**config.mk**
```make
export PLATFORM = sky130hd
export DESIGN_NAME = rom_port_arbiter
export DESIGN_NICKNAME = d
export VERILOG_FILES = /design/src/rtl/rom_arb_pkg.sv /design/src/rtl/rom_port_arbiter_rsp_slot.sv /design/src/rtl/rom_port_arbiter.sv
export SDC_FILE = /design/constraint.sdc
export NUM_CORES = 1
export LEC_CHECK = 0
export CORE_ASPECT_RATIO = 1.4
export CORE_MARGIN = 3
export CORE_UTILIZATION = 35
export CTS_BUF_LIST = sky130_fd_sc_hd__clkbuf_16
export CTS_CLUSTER_SIZE = 12
export DETAILED_ROUTE_END_ITERATION = 12
export PLACE_DENSITY = 0.79
export SLEW_MARGIN = 40
export SYNTH_ARGS = -nofsm -noshare
export SYNTH_HDL_FRONTEND = slang
export SYNTH_SLANG_ARGS = --single-unit
```
**constraint.sdc**
```tcl
create_clock -name clk -period 3.7 [get_ports clk]
set_clock_uncertainty 0.15 [all_clocks]
set_input_delay 1.11 -clock clk [delete_from_list [all_inputs] [get_ports clk]]
set_output_delay 1.11 -clock clk [all_outputs]
set_load 0.005 [all_outputs]
```
**src/rtl/rom_arb_pkg.sv**
```systemverilog
// Shared constants and helpers for the two-port ROM arbiter.
// Port indices and the word-index range check live here.
package rom_arb_pkg;

  localparam int PORT_FETCH = 0;
  localparam int PORT_LOAD  = 1;
  localparam int NPORTS     = 2;

  // The compare uses the full 30-bit word index, so high addresses cannot wrap into range.
  function automatic logic word_in_range(input logic [31:0] addr, input int unsigned length);
    logic [31:0] wordIdx;
    wordIdx = addr >> 2;
    return (wordIdx < length);
  endfunction

endpackage

```
**src/rtl/rom_port_arbiter_rsp_slot.sv**
```systemverilog
// Single-entry response holding register for one arbiter port.
// Flush beats load beats drain; contents hold until consumed.
module rsp_slot #(
  parameter int WIDTH = 32
) (
  input  logic             clk,
  input  logic             rst,
  input  logic             load_i,
  input  logic             drain_i,
  input  logic             flush_i,
  input  logic [WIDTH-1:0] data_i,
  input  logic             err_i,
  output logic             valid_o,
  output logic [WIDTH-1:0] data_o,
  output logic             err_o
);

  logic             valid_q, valid_d;
  logic [WIDTH-1:0] data_q, data_d;
  logic             err_q, err_d;

  always_comb begin
    valid_d = valid_q;
    data_d  = data_q;
    err_d   = err_q;
    if (flush_i) begin
      valid_d = 1'b0;
    end else if (load_i) begin
      valid_d = 1'b1;
      data_d  = data_i;
      err_d   = err_i;
    end else if (drain_i) begin
      valid_d = 1'b0;
    end
  end

  always_ff @(posedge clk) begin
    if (rst) begin
      valid_q <= 1'b0;
      data_q  <= '0;
      err_q   <= 1'b0;
    end else begin
      valid_q <= valid_d;
      data_q  <= data_d;
      err_q   <= err_d;
    end
  end

  assign valid_o = valid_q;
  assign data_o  = data_q;
  assign err_o   = err_q;

endmodule

```
**src/rtl/rom_port_arbiter.sv**
```systemverilog
// Round-robin arbiter sharing one combinational-read ROM between fetch (port 0)
// and load (port 1), with a registered response slot per port.
module rom_port_arbiter
  import rom_arb_pkg::*;
#(
  parameter int unsigned LENGTH = 8,
  parameter int          WIDTH  = 32
) (
  input  logic              clk,
  input  logic              rst,
  input  logic [NPORTS-1:0] req_valid,
  input  logic [31:0]       req_addr0,
  input  logic [31:0]       req_addr1,
  output logic [NPORTS-1:0] req_ready,
  output logic [NPORTS-1:0] rsp_valid,
  output logic [WIDTH-1:0]  rsp_data0,
  output logic [WIDTH-1:0]  rsp_data1,
  output logic [NPORTS-1:0] rsp_err,
  input  logic [NPORTS-1:0] rsp_ready,
  input  logic              flush0,
  output logic [31:0]       rom_addr,
  input  logic [WIDTH-1:0]  rom_q
);

  logic              lastGrant_q, lastGrant_d;
  logic [NPORTS-1:0] slotFree;
  logic [NPORTS-1:0] eligible;
  logic [NPORTS-1:0] grant;
  logic [NPORTS-1:0] drain;
  logic [WIDTH-1:0]  loadData;
  logic              loadErr;

  // A slot may be refilled in the same cycle its consumer drains it.
  always_comb begin
    slotFree[PORT_FETCH] = (!rsp_valid[PORT_FETCH] | rsp_ready[PORT_FETCH]) & !flush0;
    slotFree[PORT_LOAD]  = !rsp_valid[PORT_LOAD] | rsp_ready[PORT_LOAD];
    eligible             = req_valid & slotFree & {NPORTS{!rst}};
    drain                = rsp_ready & rsp_valid;
  end

  always_comb begin
    grant       = eligible;
    lastGrant_d = lastGrant_q;
    if (eligible[PORT_FETCH] && eligible[PORT_LOAD]) begin
      grant = lastGrant_q ? 2'b01 : 2'b10;
    end
    if (grant[PORT_LOAD]) begin
      lastGrant_d = 1'b1;
    end else if (grant[PORT_FETCH]) begin
      lastGrant_d = 1'b0;
    end
  end

  always_comb begin
    rom_addr = 32'h0;
    if (grant[PORT_LOAD]) begin
      rom_addr = req_addr1;
    end else if (grant[PORT_FETCH]) begin
      rom_addr = req_addr0;
    end
    loadErr  = !word_in_range(rom_addr, LENGTH);
    loadData = loadErr ? '0 : rom_q;
  end

  assign req_ready = grant;

  always_ff @(posedge clk) begin
    if (rst) begin
      lastGrant_q <= 1'b1;
    end else begin
      lastGrant_q <= lastGrant_d;
    end
  end

  rsp_slot #(.WIDTH(WIDTH)) u_slotFetch (
    .clk     (clk),
    .rst     (rst),
    .load_i  (grant[PORT_FETCH]),
    .drain_i (drain[PORT_FETCH]),
    .flush_i (flush0),
    .data_i  (loadData),
    .err_i   (loadErr),
    .valid_o (rsp_valid[PORT_FETCH]),
    .data_o  (rsp_data0),
    .err_o   (rsp_err[PORT_FETCH])
  );

  rsp_slot #(.WIDTH(WIDTH)) u_slotLoad (
    .clk     (clk),
    .rst     (rst),
    .load_i  (grant[PORT_LOAD]),
    .drain_i (drain[PORT_LOAD]),
    .flush_i (1'b0),
    .data_i  (loadData),
    .err_i   (loadErr),
    .valid_o (rsp_valid[PORT_LOAD]),
    .data_o  (rsp_data1),
    .err_o   (rsp_err[PORT_LOAD])
  );

endmodule

```
-- Word-level counts from Yosys, hierarchy flattened
Cells that the tools add are included.
- flip-flop bits (word level): 69
- input port bits: 103
- word-level logic and storage cells: 35
- magnitude comparators: 1
- multiplexer cells: 9
- bitwise gates (word level): 7
- reduce and logical (&&, ||, !) cells: 11
- operator list (kind ; count):
    $mux 32 ; 3
    $lt 30x4->1 const B ; 1
    $and 2x2->2 ; 3
    $logic_not 1->1 ; 5
    $mux 1 ; 4
    $mux 2 ; 2
    $reduce_bool 2->1 ; 2
    $reduce_or 2->1 ; 2
    $or 1x1->1 ; 2
    $reduce_and 2->1 ; 1
    $and 1x1->1 ; 1
    $logic_and 1x1->1 ; 1
    $not 1->1 ; 1

-- Logic depth before layout (Yosys ltp)
Gate-level depths: netlist of run 1.
- word-level depth: 11
- depth in mapped cells: 7

-- Cells and area by module
A second synthesis of run 1 with hierarchy kept.
- cell total of the unflattened synthesis: 481
- area, all modules: 4606.9 um2
- by module, submodules not included (module ; times used ; cells an instance ; area each (um2) ; seq. area each (um2)):
    rsp_slot ; 2 ; 153 ; 1731.7 ; 680.7
    rom_port_arbiter ; 1 ; 175 ; 1143.6 ; 20.0

-- Least setup slack after synthesis of run 1
OpenSTA, ideal clock, no wires.
- path type: input to output
- start: in rst
- end: out rom_addr[13]
- arrival time: 2341 ps
- required time: 2440 ps
- slack: 99 ps
- cell stages on the path: 7
- buffers on the path: 3
- cells stage by stage: buf_4 > nand2b_1 > o311ai_4 > inv_2 > buf_2 > buf_2 > a22o_1
- word-level cells in the longest chain between the ends: 6
- ends and longest elaborated chain (what ; line ; RTL):
    start, declared ; rom_port_arbiter.sv:10 ; input logic rst,
    $logic_not 1->1 * ; rom_port_arbiter.sv:37 ; eligible = req_valid & slotFree & {NPORTS{!rst}};
    $and 2x2->2 * ; rom_port_arbiter.sv:37 ;
    $logic_and 1x1->1 ; rom_port_arbiter.sv:44 ; if (eligible[PORT_FETCH] && eligible[PORT_LOAD]) begin
    $mux 2 * ; rom_port_arbiter.sv:44 ;
    $mux 32 ; rom_port_arbiter.sv:58 ; end else if (grant[PORT_FETCH]) begin
    $mux 32 * ; rom_port_arbiter.sv:56 ; if (grant[PORT_LOAD]) begin
    end, declared ; rom_port_arbiter.sv:21 ; output logic [31:0] rom_addr,
Mark *: on every way between the ends. The rest lies on a longest branch, timed or not.

-- Final worst setup path of run 1
- start: in rsp_ready[0]
- end: out rom_addr[17]
- word-level cells in the longest chain between the ends: 8
- ends and longest elaborated chain (what ; line ; RTL):
    start, declared ; rom_port_arbiter.sv:19 ; input logic [NPORTS-1:0] rsp_ready,
    $or 1x1->1 * ; rom_port_arbiter.sv:35 ; slotFree[PORT_FETCH] = (!rsp_valid[PORT_FETCH] | rsp_ready[PORT_FETCH]) & !flush0;
    $and 1x1->1 * ; rom_port_arbiter.sv:35 ;
    $and 2x2->2 * (2 in series) ; rom_port_arbiter.sv:37 ;
    $logic_and 1x1->1 ; rom_port_arbiter.sv:44 ;
    $mux 2 * ; rom_port_arbiter.sv:44 ;
    $mux 32 ; rom_port_arbiter.sv:58 ;
    $mux 32 * ; rom_port_arbiter.sv:56 ;
Marks and branches as above.

==> results of run 1 <==
[synth_stat cells, types with 2 or more instances]
cell type,number
or4_1,2
dfxtp_1,69
nand3_1,35
o31ai_1,22
o31ai_2,10
nand4_1,33
nor3_1,2
buf_4,11
inv_1,32
a22o_1,33
o32ai_1,32
o21ai_0,2
nor4_1,9
o211ai_1,31
nand2b_1,3
and4_1,2
clkbuf_1,30
nor2_1,5
buf_2,13
nor2b_1,2
[state kept, by name, indices dropped and copies added (netlist names)]
name,flops
u_slotLoad.err_o,1
u_slotLoad.valid_o,1
lastGrant_q,1
u_slotFetch.data_o,32
u_slotFetch.valid_o,1
u_slotLoad.data_o,32
u_slotFetch.err_o,1
[area by class of cell]
cell class | instances | area share
Sequential cell | 69 | 0.226
Multi-Input combinational cell | 232 | 0.294
Clock inverter | 7 | 0.00573
Clock buffer | 9 | 0.0369
Tap cell | 132 | 0.0270
Timing Repair Buffer | 245 | 0.389
Inverter | 34 | 0.0209
[worst reg2reg max path: stages (launching register included)]
cell and delay [ns]:
dfxtp_1 0.38, nand2b_4 0.08, buf_6 0.11, and3_4 0.18, buf_4 0.13, buf_4 0.12, buf_4 0.24, o32ai_4 0.38
buf_4 0.35, o32ai_1 0.18
[layer usage]
layer,vias up,track usage,wire length (microns)
met5,-,0,0
met4,0,0.118,575
met3,40,0.0562,873
met2,205,0.445,7490
met1,2024,0.265,5460
li1,1953,-,-
[power by group]
part	total [uW]	switching [uW]	internal, uW
clock network	744	302	442
registers	750	3.15	747
logic	357	160	197
total	1850	466	1390
[per-stage QoR]
step	power [uW]	instance area [sq um]	util
final	1850	6110	0.635
after floorplan	890	3520	-
after global placement	1100	5720	0.595
after CTS	1860	6140	0.639
after detailed placement	1100	5720	0.595
after global routing	1910	6110	0.635
[what timing repair did]
item / CTS / global route
gates cloned: 5 / 0
gates resized for setup: 168 / 3
endpoints found under the setup margin: 34 / 33
pin swaps: 12 / 20
buffers inserted: 15 / 1
[layout by cell type (no fill, tap or decap), types with 2 or more instances in the layout]
| master | count |
|---|---|
| clkbuf_16 | 9 |
| o31ai_2 | 10 |
| nand4_1 | 33 |
| buf_6 | 5 |
| and4_1 | 2 |
| nor2_4 | 2 |
| dfxtp_1 | 69 |
| o21ai_0 | 2 |
| buf_4 | 23 |
| buf_12 | 7 |
| nand3_1 | 34 |
| o211ai_1 | 31 |
| clkinvlp_4 | 2 |
| or4_1 | 2 |
| o32ai_1 | 32 |
| nor4_1 | 9 |
| a22o_1 | 33 |
| buf_2 | 34 |
| clkdlybuf4s15_1 | 2 |
| o31ai_1 | 22 |
| buf_8 | 3 |
| nand2b_4 | 2 |
| nor2_1 | 2 |
| clkbuf_2 | 2 |
| buf_16 | 3 |
| inv_1 | 34 |
| clkinv_1 | 3 |
| nor3_1 | 2 |
| clkdlybuf4s50_1 | 164 |
[logic make-up (layout without fill, tap and decap cells)]
logic type / Yosys count / count (layout) / synth area share
flip-flops: 69 / 69 / 0.393
AO/OA/AOI/OAI: 136 / 136 / 0.336
AND/OR/NAND/NOR: 96 / 96 / 0.157
buffers and inverters: 90 / 295 / 0.115
[worst max-delay path by stage]
| stage | slack (ns) | startpoint | cells after the start | end |
|---|---|---|---|---|
| after floorplan | 0.1 | rst | 7 | rom_addr[13] |
| after global placement | -0.51 | flush0 | 8 | rom_addr[23] |
| after detailed placement | -0.58 | flush0 | 8 | rom_addr[13] |
| after CTS | 0.002 | req_valid[0] | 9 | rom_addr[13] |
| after global routing | 0.008 | rsp_ready[0] | 8 | rom_addr[27] |
| final | 0.06 | rsp_ready[0] | 8 | rom_addr[17] |
==> impl_metrics.toml, run 1 <==
[floorplanning]
start_util = 0.366
core_sq_mm = 0.00962
ioPinCount = 205
die_x_microns = 90.7
placementRows = 42
die-area_sq_mm = 0.0113
die_h_microns = 125

[logic_synthesis]
async_flop_share = 0
yosysSeqAreaShare = 0.393
synth_area_leaders = "dfxtp_1, a22o_1, o32ai_1"
yosysTopAreaCellShare = 0.393
syn_area_per_cell_sq_um = 9.00
yosysTopAreaCell = "dfxtp_1"
netlist_instances = 391
ys_warn_count = 0
synth_fp_nets = 494
synth_seq_cells = 69
netlist_area_sq_mm = 0.00352
yosysUniqueCellTypes = 33
synth_edf_count = 0
synth_top_flop_cell = "dfxtp_1"

[clocking]
cts_tree = "built"
numCtsBuffers = 9
cts-root-buf = "clkbuf_16"
holdBufCountCts = 0
clock_tree.buffer_depth = 2
clk_pin_slew_worst_paths_ns = 0.05
clkSinkCount = 69
h-tree-depth = 3
clk_latency_ns = 0.32

[worst_setup_path]
slowest_delay_ns = 0.28
critPathBufInv = 4
path_cells = "clkdlybuf4s15_1 > nand2b_4 > buf_6 > and3_4 > nor2_4 > bufbuf_16 > a22o_1 > buf_2"
cp-start-kind = "input pin"
worstPathRequired_ns = 2.44
rrSetupSlack_ns = 1.27
critPathTopFamily = "buffers and inverters"
critPathKind = "input pin to output pin"
endpoint_kind = "output pin"
rr_worst_depth = 9
critPathSlowestCell = "bufbuf_16"
worst-endpoint-arrival_ns = 2.38
cp_max_fo = 8
regToRegEndpoint = "u_slotFetch.data_o[25]"
rr_startpoint = "u_slotFetch.valid_o"

[sta]
post-route-period-util = 0.983
setup_viol = 0
hold_slack_ns = 0.324
setup_ws_ns = 0.0641
fin_crit_ns = 3.64
max_freq_mhz = 275
rsz0062_at_grt = "no"
fin_setup_tns_ns = 0
finalMaxSlewViolations = 0
hold_viol = 0
worst_slew_pin_slew_ns = 0.519
maxSlewHeadroom = 0.651

[worst_hold_path]
hold_end = "u_slotFetch.data_o[12]"
hold_path.class = "register to register"
hold_depth = 2
hold_path_startpoint = "u_slotFetch.data_o[12]"

[finish]
syn2layout_area_growth_pct = 73.7
drive_above_1_share = 0.190
finalNonFillerCells = 728
fin_nets = 694
multi_input_area_sq_mm = 0.00180
num_antenna_cells = 0
nFillCells = 791
ff_latch_area_sq_mm = 0.00138

[pwr]
power_density_mw_per_mm2 = 303
leakage_uw = 0.00214
vdd.ir_drop.worst_mv = 0.205

[global_routing]
grt_max_degree = 41
gr-total-overflow = 0
track_usage = 0.246
grt_pass1_wl_microns = 22400
grt_pass1_vias = 4249
antenna_found_initial = 0

[drt]
initialDrtViolationCount = 236
vias = 4222
vias_per_cell = 5.80
wirelength_microns = 14400
drc = 0
dr.pass1.iters = 7
wire_per_inst_microns = 19.8
ant_nets = 0

[placed_design]
dp.cells = 695
io_buffers = 204
preCtsSetupSlack_ns = -0.580
place.gp.congestion = 0.927
dp_hpwl_microns = 9980

[run]
max-cap-violations = 0

[outcome]
outcome = "completed"
Note: power is estimated with default switching activity, not from simulation.
==> run 2: changes to the inputs <==
--- a/config.mk
+++ b/config.mk
@@ -16,3 +16,4 @@
 export SYNTH_ARGS = -nofsm -noshare
 export SYNTH_HDL_FRONTEND = slang
 export SYNTH_SLANG_ARGS = --single-unit
+export TNS_END_PERCENT = 30
==> results of run 2 <==
The final DEF is identical to that of run 1; final timing and power are the same.
==> variant 1: new RTL, flow settings as in run 2 <==
`WIDTH` is set to 32 in 2 places; all go to 64.
--- a/src/rtl/rom_port_arbiter_rsp_slot.sv
+++ b/src/rtl/rom_port_arbiter_rsp_slot.sv
@@ -2,5 +2,5 @@
 // Flush beats load beats drain; contents hold until consumed.
 module rsp_slot #(
-  parameter int WIDTH = 32
+  parameter int WIDTH = 64
 ) (
   input  logic             clk,
--- a/src/rtl/rom_port_arbiter.sv
+++ b/src/rtl/rom_port_arbiter.sv
@@ -5,5 +5,5 @@
 #(
   parameter int unsigned LENGTH = 8,
-  parameter int          WIDTH  = 32
+  parameter int          WIDTH  = 64
 ) (
   input  logic              clk,
Ports: changed (resized rom_q, rsp_data0 and rsp_data1); port bits go from 205 to 301. No check against the original RTL was run, so the function may have changed too.
==> variant 1 against run 2 <==
Via count rose by 39%; worst setup slack got worse by 0.11 ns; critical path type unchanged; clock power rose by 110%; global-route usage fell by 0.38 points; critical path depth rose by 2; total power rose by 84%; critical endpoint is now rom_addr[9]; the flow now finishes with violations (negative setup slack); sequential power rose by 92%; design area rose by 56%; count of clock-buffer cells in the layout rose by 8; synthesized area rose by 60%; wire length rose by 53%; largest power group is now the clock network; sequential cell count rose by 64.
==> variant 1: results (changes against run 2) <==
* Synth Area in Compound Gates at 25.97% (was 33.57%)
* Asr flop ratio synth at 0% (unchanged)
* Slowest cell delay on critical path at 0.23 ns (was 0.28 ns)
* Worst-path clk slew at 0.05 ns (about the same)
* Master of the slowest instance on the critical path: nor3b_4 (was bufbuf_16)
* Worst Hold Class: flip-flop to flip-flop (unchanged)
* Synthesized Nets at 729 (was 494)
* GPL Wtd Cong at 0.9155 (was 0.9272)
* Worst Reg-to-Reg Cells at 9 (unchanged)
* Yosys Warn Count at 0 (unchanged)
* Syn_area_per_cell at 9.456 um2 (was 8.998 um2)
* First-pass GRT wire length at 33.24 mm (was 22.38 mm)
* Total track usage at 24.17% (was 24.56%)
* # fillers at 1314 (was 791)
* Uppermost layer routed: met4 (unchanged)
* Xor-xnor portion of the synthesized cell area at 0% (unchanged)
* Hold path depth at 2 (unchanged)
* Post-Route WL at 22.07 mm (was 14.40 mm)
* Largest net degree at the start of global routing at 76 (was 41)
* DR WL met2 at 10.74 mm (was 7.491 mm)
* Vias at 5878 (was 4222)
* Worst setup margin at -0.04408 ns (was 0.06413 ns)
* CP max FO at 8 (unchanged)
* Post-synthesis sequential area ratio at 47.40% (was 39.26%)
* Number of buffers created by CTS at 17 (was 9)
* Outcome: finished, violations left (was completed)
* Wire per inst at 20.06 um (was 19.78 um)
* Clock Latency Late Sink at 0.41 ns (was 0.32 ns)
* Synth top area cells: dfxtp_1, a31o_2, o32ai_1, nor3b_1, a22o_1 (was dfxtp_1, a22o_1, o32ai_1, o211ai_1, nand4_1)
* Setup violations, final at 32 (was 0)
* Clk root buf: clkbuf_16 (unchanged)
* DRT Pass-1 Iters at 5 (was 7)
* Clock buffer depth at 2 (unchanged)
* Placed cells at 1046 (was 695)
* Slew headroom at 48.17% (was 65.11%)
* Leak at 3.413 nW (was 2.136 nW)
* Top cells by count, synth: dfxtp_1, nand2_1 (was dfxtp_1, nand3_1, a22o_1, nand4_1)
* Port bufs at 300 (was 204)
* Mux share of post-synthesis cell area at 0% (unchanged)
* DRT iter0 DRCs at 365 (was 236)
* H-tree levels at 4 (was 3)
* Max VDD drop at 0.2850 mV (was 0.2047 mV)
* Most used DFF post-synth: dfxtp_1 (unchanged)
* Critical path arrival at 2.48 ns (was 2.38 ns)
* Share of cells above drive strength 1 at 20.58% (was 18.96%)
* Synthesized-area fraction occupied by adder cells at 0% (unchanged)
* ANT cells at 0 (unchanged)
* Wire length on met3 at 1.657 mm (was 873 um)
* Vias in the first global route at 5810 (was 4249)
* Final HPWL DP at 14.93 mm (was 9.979 mm)
* Routed metal-1 wire length at 8.685 mm (was 5.459 mm)
* Distinct cells, synth at 28 (was 33)
* Violated checks: negative setup slack
* Initial antenna violation count at 0 (unchanged)
[variant 1: logic make-up (layout without fill, tap and decap cells)]
kind of cell	Yosys count	after routing
compound gates	166	166
buf+inv	135	445
flops	133	133
simple gates	160	160
[variant 1: final cells by class]
type                            instances  share of cell area (%)
Timing Repair Buffer                  345                   35.12
Sequential cell                       133                   27.97
Multi-Input combinational cell        326                   25.48
Clock buffer                           17                   4.468
Inverter                               66                   2.760
Tap cell                              196                   2.576
Clock inverter                         15                   1.341
Timing Repair inverter                  2                  0.2891
[variant 1: where the power goes]
group          switching [mW]  total, mW  internal (mW)
clock                   0.601       1.57          0.970
sequential            0.00294       1.44           1.44
combinational           0.183      0.403          0.220
total                   0.787       3.41           2.63
[variant 1: path summary, 6_finish.rpt]
path	startpoint	to	slack [ns]
setup / recovery	rst	rom_addr[9]	-0.04
hold / removal	u_slotFetch.data_o[34]	u_slotFetch.data_o[34]	0.32
setup reg to reg	u_slotLoad.valid_o	u_slotFetch.data_o[55]	0.98
hold reg to reg	u_slotFetch.data_o[34]	u_slotFetch.data_o[34]	0.32
[variant 1: repair_timing]
action / 4_1_cts / 5_1_grt
pin swaps: 13 / 18
hold endpoints to repair: 0 / 0
buffers inserted: 16 / 3
resized for setup: 169 / 10
endpoints found under the setup margin: 34 / 33
cloned: 4 / 1
[variant 1: metrics by stage]
step	power (mW)	TNS (ns)	instance area [um2]	setup slack [ns]
floorplan	1.589	-1.525	5622	-0.04962
global placement	1.842	-18.48	8767	-0.6036
detailed placement	1.843	-20.03	8767	-0.6261
CTS	3.441	-0.4522	9509	-0.09644
global route	3.536	-2.292	9520	-0.09694
finish	3.414	-0.6494	9520	-0.04408
[variant 1: critical path, delay by kind of cell]
family                 cells  cell delay [ns]
AO/OA/AOI/OAI              2             0.24
buffers and inverters      7             0.89
AND/OR/NAND/NOR            1             0.23
[variant 1: routing by layer]
metal / up-vias / global-route usage, %
li1: 2774 / -
met1: 2771 / 28.73
met2: 271 / 39.69
met3: 62 / 7.024
met4: 0 / 12.20
met5: - / 0
==> variant 2: new RTL, flow settings as in run 2 <==
Made on the original files. Take the reset off `data_q` and load it in a clocked block of its own.
--- a/src/rtl/rom_port_arbiter_rsp_slot.sv
+++ b/src/rtl/rom_port_arbiter_rsp_slot.sv
@@ -38,11 +38,13 @@
     if (rst) begin
       valid_q <= 1'b0;
-      data_q  <= '0;
       err_q   <= 1'b0;
     end else begin
       valid_q <= valid_d;
-      data_q  <= data_d;
       err_q   <= err_d;
     end
+  end
+
+  always_ff @(posedge clk) begin
+    data_q <= data_d;
   end
 
Formal check against the unedited RTL: differs if rst is asserted again (counterexample within 4 cycles, from zero or initial values and one cycle with rst high); with rst held inactive, the same outputs for 10 cycles.
==> variant 2 against run 2 <==
Wire length decreased by 24%; total power increased by 11%; clock power decreased by 4.3%; synthesized area decreased by 11%; sequential cell count unchanged; via count decreased by 32%; non-clock buffer count increased by 5; design area decreased by 3.5%; combinational power increased by 18%; critical path depth decreased by 1; worst setup slack got worse by 0.0022 ns; critical path type unchanged; largest cell class unchanged; largest power group unchanged; highest routed layer unchanged.
==> variant 2: results (changes against run 2) <==
* Synthesized Nets at 304 (was 494)
* Reg2reg setup slack at 1.35 ns (was 1.27 ns)
* Grt met3 use at 4.672% (was 5.619%)
* Mapped Cells at 201 (was 391)
* Placed cells at 511 (was 695)
* Met1 usage at 21.81% (was 26.50%)
* GPL Wtd Cong at 0.8135 (was 0.9272)
* Slowest cell delay on critical path at 0.41 ns (was 0.28 ns)
* Cts repair resizes at 174 (was 168)
* Distinct cells, synth at 31 (was 33)
* Post-Route WL at 10.97 mm (was 14.40 mm)
* Leak at 2.264 nW (was 2.136 nW)
* Vias at 2877 (was 4222)
* Final HPWL DP at 7.758 mm (was 9.979 mm)
* Share of cells above drive strength 1 at 29.44% (was 18.96%)
* Placed Area at 5410 um2 (was 5718 um2)
* Total track usage at 21.83% (was 24.56%)
* Gate power share at 20.6% (was 19.3%)
* Master of the slowest instance on the critical path: o311a_4 (was bufbuf_16)
* Most used DFF post-synth: edfxtp_1 (was dfxtp_1)
* Worst Hold Path EP: u_slotFetch.err_o (was u_slotFetch.data_o[12])
* Largest net degree at the start of global routing at 35 (was 41)
* Worst Reg-to-Reg Cells at 7 (was 9)
* Max VDD drop at 0.2586 mV (was 0.2047 mV)
* Net Sw Frac at 21.29% (was 25.15%)
* GR Util met2 at 41.75% (was 44.47%)
* Vias per Instance at 5.231 (was 5.799)
* Worst reg2reg endpoint: u_slotLoad.data_o[1] (was u_slotFetch.data_o[25])
* Top cells by count, synth: edfxtp_1, a22o_1, and4bb_2 (was dfxtp_1, nand3_1, a22o_1, nand4_1)
* Post-synth EDFFs at 64 (was 0)
* DRT iter0 DRCs at 88 (was 236)
* Wire length on met3 at 828 um (was 873 um)
* Post-layout util at 68.09% (was 63.54%)
* Place WS at -0.6148 ns (was -0.5796 ns)
* First-pass GRT wire length at 16.66 mm (was 22.38 mm)
* Sequential Power at 0.914 mW (was 0.750 mW)
* Outcome: completed (unchanged)
* Synth top area cells: edfxtp_1, and4bb_2, a22o_1, dfxtp_1, nor4_1 (was dfxtp_1, a22o_1, o32ai_1, o211ai_1, nand4_1)
* # nets final at 543 (was 694)
* Top delay family on crit path: compound AO/OA/AOI/OAI gates (was buffers and inverters)
* Post-synthesis sequential area ratio at 64.31% (was 39.26%)
* PD cells at 347.1 nW/um2 (was 302.9 nW/um2)
[variant 2: area by class of cell]
class                           count  share of cell area, %
Multi-Input combinational cell    107                  17.47
Inverter                            3                 0.1910
Timing Repair Buffer              250                  41.53
Clock inverter                      7                 0.4669
Tap cell                          105                  2.228
Clock buffer                        9                  3.820
Sequential cell                    69                  34.30
[variant 2: worst max-delay path by stage]
| stage | from | endpoint | slack, ns |
|---|---|---|---|
| finish | rst | rom_addr[8] | 0.06 |
| global route | rst | rom_addr[9] | 0.01 |
| CTS | rst | rom_addr[7] | -0.03 |
| detailed placement | rst | rom_addr[7] | -0.61 |
| global placement | rst | rom_addr[7] | -0.61 |
| floorplan | rsp_ready[0] | rom_addr[20] | 0.08 |
[variant 2: logic make-up after synthesis]
kind of cell	share of synthesized area, %
compound gates	12.02
buf+inv	4.775
flops	64.31
simple gates	18.90
